`src/rtl/cpu_pkg.sv`:
```
// Shared opcode, funct, FSM state and datapath-control encodings for the
// multi-cycle instruction controller and its decoder.
package cpu_pkg;

    typedef enum logic [2:0] {
        ST_FETCH,
        ST_DECODE,
        ST_EXEC,
        ST_MEM,
        ST_WB
    } state_t;

    localparam logic [5:0] OP_RTYPE = 6'h00;
    localparam logic [5:0] OP_J     = 6'h02;
    localparam logic [5:0] OP_JAL   = 6'h03;
    localparam logic [5:0] OP_BEQ   = 6'h04;
    localparam logic [5:0] OP_BNE   = 6'h05;
    localparam logic [5:0] OP_ADDI  = 6'h08;
    localparam logic [5:0] OP_XORI  = 6'h0E;
    localparam logic [5:0] OP_LW    = 6'h23;
    localparam logic [5:0] OP_SW    = 6'h2B;

    localparam logic [5:0] FN_JR  = 6'h08;
    localparam logic [5:0] FN_ADD = 6'h20;
    localparam logic [5:0] FN_SUB = 6'h22;
    localparam logic [5:0] FN_SLT = 6'h2A;

    localparam logic [1:0] ALU_ADD = 2'd0;
    localparam logic [1:0] ALU_SUB = 2'd1;
    localparam logic [1:0] ALU_XOR = 2'd2;
    localparam logic [1:0] ALU_SLT = 2'd3;

    localparam logic ALUSRC_IMM = 1'b0;
    localparam logic ALUSRC_REG = 1'b1;

    localparam logic [1:0] PC_SEQ  = 2'd0;
    localparam logic [1:0] PC_JUMP = 2'd1;
    localparam logic [1:0] PC_REGA = 2'd2;

    localparam logic [1:0] DST_RT  = 2'd0;
    localparam logic [1:0] DST_RD  = 2'd1;
    localparam logic [1:0] DST_R31 = 2'd2;

    localparam logic [1:0] RIN_ALU = 2'd0;
    localparam logic [1:0] RIN_MEM = 2'd1;
    localparam logic [1:0] RIN_PC4 = 2'd2;

    // Which states an instruction visits after DECODE.
    typedef enum logic [2:0] {
        PATH_ALU,
        PATH_LW,
        PATH_SW,
        PATH_BRANCH,
        PATH_JAL
    } path_t;

    typedef struct packed {
        logic [1:0] pc_next;
        logic       alu_src;
        logic [1:0] alu_ctrl;
        logic [1:0] reg_dst;
        logic [1:0] reg_in;
        logic       beq;
        logic       bne;
        path_t      path;
    } ctrl_t;

    localparam ctrl_t CTRL_NOP = '{
        pc_next:  PC_SEQ,
        alu_src:  ALUSRC_IMM,
        alu_ctrl: ALU_ADD,
        reg_dst:  DST_RT,
        reg_in:   RIN_ALU,
        beq:      1'b0,
        bne:      1'b0,
        path:     PATH_ALU
    };

endpackage

```
`src/rtl/instr_decode.sv`:
```
// Combinational decode of the instruction register into a control bundle;
// anything not recognised yields the NOP bundle with illegal set.
module instr_decode
    import cpu_pkg::*;
(
    input  logic [31:0] ir,
    output ctrl_t       ctrl,
    output logic        illegal
);

    logic [5:0] opcode;
    logic [5:0] funct;
    logic       unused_ir_bits;

    assign opcode         = ir[31:26];
    assign funct          = ir[5:0];
    assign unused_ir_bits = ^ir[25:6];

    always_comb begin
        ctrl    = CTRL_NOP;
        illegal = 1'b0;
        case (opcode)
            OP_RTYPE: begin
                case (funct)
                    FN_ADD: begin
                        ctrl.alu_src  = ALUSRC_REG;
                        ctrl.reg_dst  = DST_RD;
                    end
                    FN_SUB: begin
                        ctrl.alu_src  = ALUSRC_REG;
                        ctrl.alu_ctrl = ALU_SUB;
                        ctrl.reg_dst  = DST_RD;
                    end
                    FN_SLT: begin
                        ctrl.alu_src  = ALUSRC_REG;
                        ctrl.alu_ctrl = ALU_SLT;
                        ctrl.reg_dst  = DST_RD;
                    end
                    FN_JR: begin
                        ctrl.pc_next  = PC_REGA;
                        ctrl.path     = PATH_BRANCH;
                    end
                    default: illegal = 1'b1;
                endcase
            end
            OP_LW: begin
                ctrl.reg_in = RIN_MEM;
                ctrl.path   = PATH_LW;
            end
            OP_SW: ctrl.path = PATH_SW;
            OP_BEQ, OP_BNE: begin
                // Branch compare is a subtract of two registers.
                ctrl.alu_src  = ALUSRC_REG;
                ctrl.alu_ctrl = ALU_SUB;
                ctrl.beq      = (opcode == OP_BEQ);
                ctrl.bne      = (opcode == OP_BNE);
                ctrl.path     = PATH_BRANCH;
            end
            OP_J: begin
                ctrl.pc_next = PC_JUMP;
                ctrl.path    = PATH_BRANCH;
            end
            OP_JAL: begin
                ctrl.pc_next = PC_JUMP;
                ctrl.reg_dst = DST_R31;
                ctrl.reg_in  = RIN_PC4;
                ctrl.path    = PATH_JAL;
            end
            OP_ADDI: ctrl.alu_ctrl = ALU_ADD;
            OP_XORI: ctrl.alu_ctrl = ALU_XOR;
            default: illegal = 1'b1;
        endcase
    end

endmodule

```
`src/rtl/instr_ctrl.sv`:
```
// Multi-cycle instruction controller: FETCH/DECODE/EXEC/MEM/WB sequencer,
// instruction register, registered datapath controls and retire counter.
module instr_ctrl
    import cpu_pkg::*;
#(
    parameter int RETIRE_W = 16
) (
    input  logic                clk,
    input  logic                rst_n,
    output logic                instr_req,
    input  logic                instr_valid,
    input  logic [31:0]         instr,
    output logic                mem_req,
    input  logic                mem_ready,
    output logic [1:0]          pc_next,
    output logic                alu_src,
    output logic [1:0]          alu_ctrl,
    output logic                beq,
    output logic                bne,
    output logic [1:0]          reg_dst,
    output logic [1:0]          reg_in,
    output logic                reg_we,
    output logic                mem_we,
    output logic                pc_we,
    output logic [4:0]          rs,
    output logic [4:0]          rt,
    output logic [4:0]          rd,
    output logic [15:0]         imm,
    output logic [25:0]         addr,
    output logic                illegal,
    output logic [RETIRE_W-1:0] retired
);

    state_t              state_q, state_d;
    logic [31:0]         ir_q, ir_d;
    ctrl_t               ctrl_q, ctrl_d;
    logic                instr_req_q, instr_req_d;
    logic [RETIRE_W-1:0] retired_q, retired_d;
    logic                retire_now;

    ctrl_t dec_ctrl;
    logic  dec_illegal;

    instr_decode u_decode (
        .ir      (ir_q),
        .ctrl    (dec_ctrl),
        .illegal (dec_illegal)
    );

    always_comb begin
        state_d    = state_q;
        ir_d       = ir_q;
        ctrl_d     = ctrl_q;
        mem_req    = 1'b0;
        mem_we     = 1'b0;
        reg_we     = 1'b0;
        pc_we      = 1'b0;
        beq        = 1'b0;
        bne        = 1'b0;
        illegal    = 1'b0;
        retire_now = 1'b0;

        case (state_q)
            ST_FETCH: begin
                // Fetch is only accepted once the request is actually out.
                if (instr_req_q && instr_valid) begin
                    ir_d    = instr;
                    state_d = ST_DECODE;
                end
            end
            ST_DECODE: begin
                ctrl_d = dec_ctrl;
                if (dec_illegal) begin
                    illegal = 1'b1;
                    pc_we   = 1'b1;
                    state_d = ST_FETCH;
                end else begin
                    state_d = ST_EXEC;
                end
            end
            ST_EXEC: begin
                beq = ctrl_q.beq;
                bne = ctrl_q.bne;
                case (ctrl_q.path)
                    PATH_BRANCH: begin
                        pc_we      = 1'b1;
                        retire_now = 1'b1;
                        state_d    = ST_FETCH;
                    end
                    PATH_LW, PATH_SW: state_d = ST_MEM;
                    default:          state_d = ST_WB;
                endcase
            end
            ST_MEM: begin
                mem_req = 1'b1;
                mem_we  = (ctrl_q.path == PATH_SW);
                if (mem_ready) begin
                    if (ctrl_q.path == PATH_SW) begin
                        pc_we      = 1'b1;
                        retire_now = 1'b1;
                        state_d    = ST_FETCH;
                    end else begin
                        state_d = ST_WB;
                    end
                end
            end
            ST_WB: begin
                reg_we     = 1'b1;
                pc_we      = 1'b1;
                retire_now = 1'b1;
                state_d    = ST_FETCH;
            end
            default: state_d = ST_FETCH;
        endcase

        instr_req_d = (state_d == ST_FETCH);
        retired_d   = retire_now ? retired_q + RETIRE_W'(1) : retired_q;
    end

    always_ff @(posedge clk or negedge rst_n) begin
        if (!rst_n) begin
            state_q     <= ST_FETCH;
            ir_q        <= '0;
            ctrl_q      <= CTRL_NOP;
            instr_req_q <= 1'b0;
            retired_q   <= '0;
        end else begin
            state_q     <= state_d;
            ir_q        <= ir_d;
            ctrl_q      <= ctrl_d;
            instr_req_q <= instr_req_d;
            retired_q   <= retired_d;
        end
    end

    assign instr_req = instr_req_q;
    assign retired   = retired_q;

    assign pc_next  = ctrl_q.pc_next;
    assign alu_src  = ctrl_q.alu_src;
    assign alu_ctrl = ctrl_q.alu_ctrl;
    assign reg_dst  = ctrl_q.reg_dst;
    assign reg_in   = ctrl_q.reg_in;

    assign rs   = ir_q[25:21];
    assign rt   = ir_q[20:16];
    assign rd   = ir_q[15:11];
    assign imm  = ir_q[15:0];
    assign addr = ir_q[25:0];

endmodule

```
`config.mk`:
```
export PLATFORM = sky130hd
export DESIGN_NAME = instr_ctrl
export DESIGN_NICKNAME = d
export VERILOG_FILES = /design/src/rtl/cpu_pkg.sv /design/src/rtl/instr_decode.sv /design/src/rtl/instr_ctrl.sv
export SDC_FILE = /design/constraint.sdc
export NUM_CORES = 1
export LEC_CHECK = 0
export CAP_MARGIN = 10
export CORE_MARGIN = 3
export CORE_UTILIZATION = 45
export DETAILED_ROUTE_END_ITERATION = 7
export PLACE_DENSITY = 0.81
export SKIP_CTS_REPAIR_TIMING = 1
export SKIP_LAST_GASP = 1
export SLEW_MARGIN = 40
export SYNTH_ARGS = -nofsm -noshare
export SYNTH_HDL_FRONTEND = slang
export SYNTH_SLANG_ARGS = --single-unit
```
`constraint.sdc`:
```
create_clock -name clk -period 2.01 [get_ports clk]
set_input_delay 0.3015 -clock clk [delete_from_list [all_inputs] [get_ports clk]]
set_output_delay 0.3015 -clock clk [all_outputs]
set_load 0.02 [all_outputs]
```
# Word-level counts from Yosys, hierarchy flattened
# Index checks and enable logic that the tools add are counted.
# totals
wordCells	76
register_bits	66
# classes
n_mux	32
n_eq_ne	19
reduce_logical	12
n_addsub	1
# op_table
operator	n
equality test 6 bit, second input constant	5
equality test 6 x 4 -> 1 bit, second input constant	3
adder 16 x 1 -> 16 bit, second input constant	1
one-hot mux 2 bit (2 select lines)	4
one-hot mux 3 bit (5 select lines)	1
2-to-1 mux 1 bit	13
equality test 3 x 2 -> 1 bit, second input constant	4
equality test 6 x 2 -> 1 bit, second input constant	2
equality test 6 x 3 -> 1 bit, second input constant	2
one-hot mux 3 bit (4 select lines)	1
2-to-1 mux 3 bit	3
2-to-1 mux 2 bit	4
OR reduction 8 bit	1
equality test 3 x 1 -> 1 bit, second input constant	2
logical NOT 3 bit	2
logical NOT 6 bit	1
one-hot mux 2 bit (3 select lines)	1
one-hot mux 3 bit (2 select lines)	1
OR reduction 2 bit	3
OR reduction 3 bit	2
one-hot mux 1 bit (2 select lines)	2
one-hot mux 1 bit (4 select lines)	1
OR reduction 4 bit	1
equality test 3 bit, second input constant	1
other kinds (3)	3

# Logic depth before layout (Yosys ltp)
# logic_depth
ltp_word	7
ltp_mapped	6

# Modules after synthesis
# From an unflattened synthesis, not the netlist that was laid out.
# unflattened
hier_cells	307
area_unflattened_um2	3527.1
# by_module_without_submodules
mod	instances	area_each_um2	cells_per_inst	seq_area_each_um2
instr_ctrl	1	3209.3	256	1651.6
instr_decode	1	317.8	51	0.0

# Worst setup path before layout
# OpenSTA, ideal clock, no wires.
# synth_timing
kind	register -> output
start	register state_q[1]
end	output pc_we
n_path_buf	2
t_required_ns	1.709
arrival_time_ns	1.732
path_stages_with_launch	5
path_slack_ns	-0.023
cell_sequence	dfrtp_1 > or3b_2 > clkbuf_1 > clkbuf_1 > o21ai_0
# synth_between
elab_chain_len	2
elab_cells_between_ends	5
# synth_rtl
element	line	rtl
from (decl)	instr_ctrl.sv:34	state_t state_q, state_d;
from (signal assigned)	instr_ctrl.sv:128	state_q <= state_d;
equality test 3 bit (tied with other cells)	instr_ctrl.sv:63	case (state_q)
one-hot mux 1 bit (4 select lines) *	instr_ctrl.sv:63	
to (decl)	instr_ctrl.sv:24	output logic pc_we,
# Mark *: on every way between the ends. The rest lies on a longest branch, timed or not.

# Final worst setup path
# layout_timing
start	register ir_q[27]
end	output pc_we
# layout_between
elab_chain_len	5
elab_cells_between_ends	13
# layout_rtl
element	line	rtl
from (decl)	instr_ctrl.sv:35	logic [31:0] ir_q, ir_d;
from (signal assigned)	instr_ctrl.sv:129	ir_q <= ir_d;
equality test 6 x 4 -> 1 bit (tied with other cells)	instr_decode.sv:22	case (opcode)
OR reduction 8 bit (no line)	-	
one-hot mux 1 bit (2 select lines) *	instr_decode.sv:22	
2-to-1 mux 1 bit *	instr_ctrl.sv:73	if (dec_illegal) begin
one-hot mux 1 bit (4 select lines) *	instr_ctrl.sv:63	
# Marked as above.

==> results.json <==
{
  "status": "finished, violations left",
  "violations": "hold timing, setup timing",
  "diodes": 0,
  "final_nets": 431,
  "synth-edff-count": 0,
  "fin_skew_ps": 5.44,
  "crit_start": "ir_q[27]$_DFFE_PN0P_",
  "layout_setup_ws_ps": -182,
  "synth_top_cells_by_count": "65 x buf_4, 65 x dfrtp_1, 32 x mux2_2",
  "firstDrtPassIters": 4,
  "fin_hold_ws_ps": -20.6,
  "drive_gt1_frac": 0.248,
  "worstPathArrival_ps": 1890,
  "required_ps": 1710,
  "syn_avg_cell_area_sq_um": 11.3,
  "crit_path_max_fanout": 4,
  "final-hold-violation-count": 24,
  "gp_congestion": 0.800,
  "row_count": 31,
  "grt_pass1_vias": 2505,
  "htreeDepth": 3,
  "crit_type": "flip-flop to output pin",
  "core_area_sq_um": 7290,
  "cts_buffers": 9,
  "drt-initial-drc-count": 66,
  "die_h_microns": 92.9,
  "start_util": 0.466,
  "clockBufferDepth": 2,
  "finalSetupViolCount": 2,
  "syn_nets": 339,
  "cts-root-buf": "clkbuf_8",
  "yosysUniqueCellTypes": 44,
  "maxSlewHeadroom": 0.591,
  "synth_top_area_cell": "dfrtp_1",
  "ys_ff_latch": 65,
  "synthTopCellsByArea": "dfrtp_1 48%, buf_4 14%, mux2_2 11%, xnor2_1 4.1%, nand2_1 1.8%",
  "grt_usage": 0.170,
  "synthFlopType": "dfrtp_1",
  "dp_hpwl_mm": 5.43,
  "area_delta_synth_final_pct": 40.3,
  "drt_wl_total_mm": 7.30,
  "via_per_inst": 5.00,
  "hp-class": "primary input to async pin",
  "portBuffers": 125,
  "synth_top_area_frac": 0.478,
  "fin_crit_ps": 2190,
  "start_kind": "flip-flop",
  "maxCapViolations": 0,
  "ys.warnings.count": 0,
  "reg2reg_from": "state_q[0]$_DFF_PN0_",
  "grt_setup_unrepaired": "true",
  "cts.sink_count": 65,
  "clock.fmax_mhz": 456,
  "vias": 2491,
  "async_flop_share": 1.00,
  "p_leak_nw": 2.03,
  "pin_count": 126,
  "tightest_slew_ps": 614,
  "power_density_nw_per_um2": 1640,
  "wl_per_cell_microns": 14.6,
  "clkTransAtPathRegs_ps": 70,
  "syn_area_sq_um": 3400,
  "netlist_instances": 302,
  "dp_worst_setup_slack_ps": -374,
  "cts_tree": "done",
  "worst_skew_pair.late_latency_ps": 330,
  "slew_violations": 0,
  "grt_pass1_wl_mm": 11.6,
  "grt_max_degree": 42,
  "regToRegSetupSlack_ps": 250,
  "ir_drop_mv": 0.935,
  "antenna_found_initial": 0,
  "fin_crit_sh": 1.09,
  "grt.overflow.total": 0,
  "cp-end-kind": "output pin",
  "final_antenna_net_count": 0,
  "synth_seq_area_share": 0.478,
  "dieArea_sq_um": 8640,
  "drc_errors": 0,
  "die_w_microns": 92.9
}
==> worst paths after layout <==
kind                            depth (start not counted)                 endpoint
worst max register to register                          5      ir_q[7]$_DFFE_PN0P_
worst min-delay path                                    1  retired[15]$_DFFE_PN0P_
worst max-delay path                                    6                    pc_we
max in group asynchronous                               2     ir_q[27]$_DFFE_PN0P_
min in group clk                                        2    ctrl_q[3]$_DFFE_PN0N_
worst min register to register                          2    ctrl_q[3]$_DFFE_PN0N_
==> routing by layer <==
layer	wire, microns	vias to the layer above	global-route usage	part of all wire
li1	-	1171	-	-
met2	3810	81	0.302	0.52
met1	2920	1232	0.190	0.40
met3	493	7	0.0609	0.068
met5	0	-	0	0
met4	74	0	0.0476	0.010
==> report_power, final <==
| group | leakage (nW) | switching (W) | total [W] | internal, W |
|---|---|---|---|---|
| clock | 0.107 | 0.000466 | 0.00114 | 0.000674 |
| combinational | 1.11 | 0.00219 | 0.00451 | 0.00232 |
| sequential | 0.815 | 0.000372 | 0.00216 | 0.00179 |
| total | 2.03 | 0.00302 | 0.00781 | 0.00479 |
==> flip-flops by register name, indices dropped and copies added (netlist names) <==
| name | flops |
|---|---|
| ctrl_q | 5 |
| alu_ctrl | 2 |
| alu_src | 1 |
| reg_in | 1 |
| instr_req | 1 |
| retired | 16 |
| reg_dst | 2 |
| pc_next | 2 |
| ir_q | 32 |
| state_q | 3 |
==> metrics by stage <==
step,total power (W),utilization,area (sq um),TNS [ps],instances
CTS,0.00777,0.644,4700,-2480,497
global placement,0.00647,0.616,4490,-516,481
finish,0.00781,0.654,4770,-197,498
global route,0.00829,0.654,4770,-427,498
floorplan,0.00526,-,3410,0,302
detailed placement,0.00660,0.616,4490,-564,481
==> worst max-delay path, cell delays in order, from the launching register on <==
cell	delay, ps
dfrtp_2	440
xnor2_2	180
mux2i_1	270
o221ai_2	130
buf_4	170
o21ai_1	120
dlymetal6s2s_1	250
==> final cells by class <==
type | instances | area [sq um]
clock inverter | 2 | 35.0
clock buffer | 14 | 173
tap | 99 | 124
multi-input combinational | 157 | 1270
timing repair buffer | 158 | 1530
sequential | 65 | 1630
inverter | 3 | 11.3
fill | 599 | 2520
==> cell families after synthesis <==
| kind of cell | after synthesis | synth area share |
|---|---|---|
| AO/OA/AOI/OAI | 35 | 0.0802 |
| XOR/XNOR | 18 | 0.0464 |
| adder cells (fa/ha/maj) | 1 | 0.00368 |
| buffers and inverters | 80 | 0.166 |
| flip-flops | 65 | 0.478 |
| multiplexers | 34 | 0.112 |
| AND/OR/NAND/NOR | 69 | 0.114 |
==> placed cells by master (no fill, tap or decap), types with 3 or more instances in the layout <==
| master | synthesis | layout |
|---|---|---|
| nand2b_1 | 3 | 3 |
| clkdlybuf4s50_1 | 0 | 117 |
| xnor2_1 | 16 | 15 |
| inv_1 | 3 | 3 |
| nand4_1 | 4 | 4 |
| and3_1 | 6 | 6 |
| clkbuf_8 | 0 | 12 |
| o2111ai_1 | 4 | 4 |
| nor2b_1 | 4 | 4 |
| buf_4 | 65 | 31 |
| a31oi_1 | 4 | 4 |
| o21ai_0 | 8 | 7 |
| nor3_1 | 5 | 4 |
| nand2_1 | 16 | 16 |
| mux2_2 | 32 | 32 |
| dlymetal6s2s_1 | 0 | 5 |
| o211ai_1 | 7 | 7 |
| a21oi_1 | 3 | 3 |
| dfrtp_1 | 65 | 63 |
| nor2_1 | 12 | 10 |
Power figures use the tool's default switching activity.
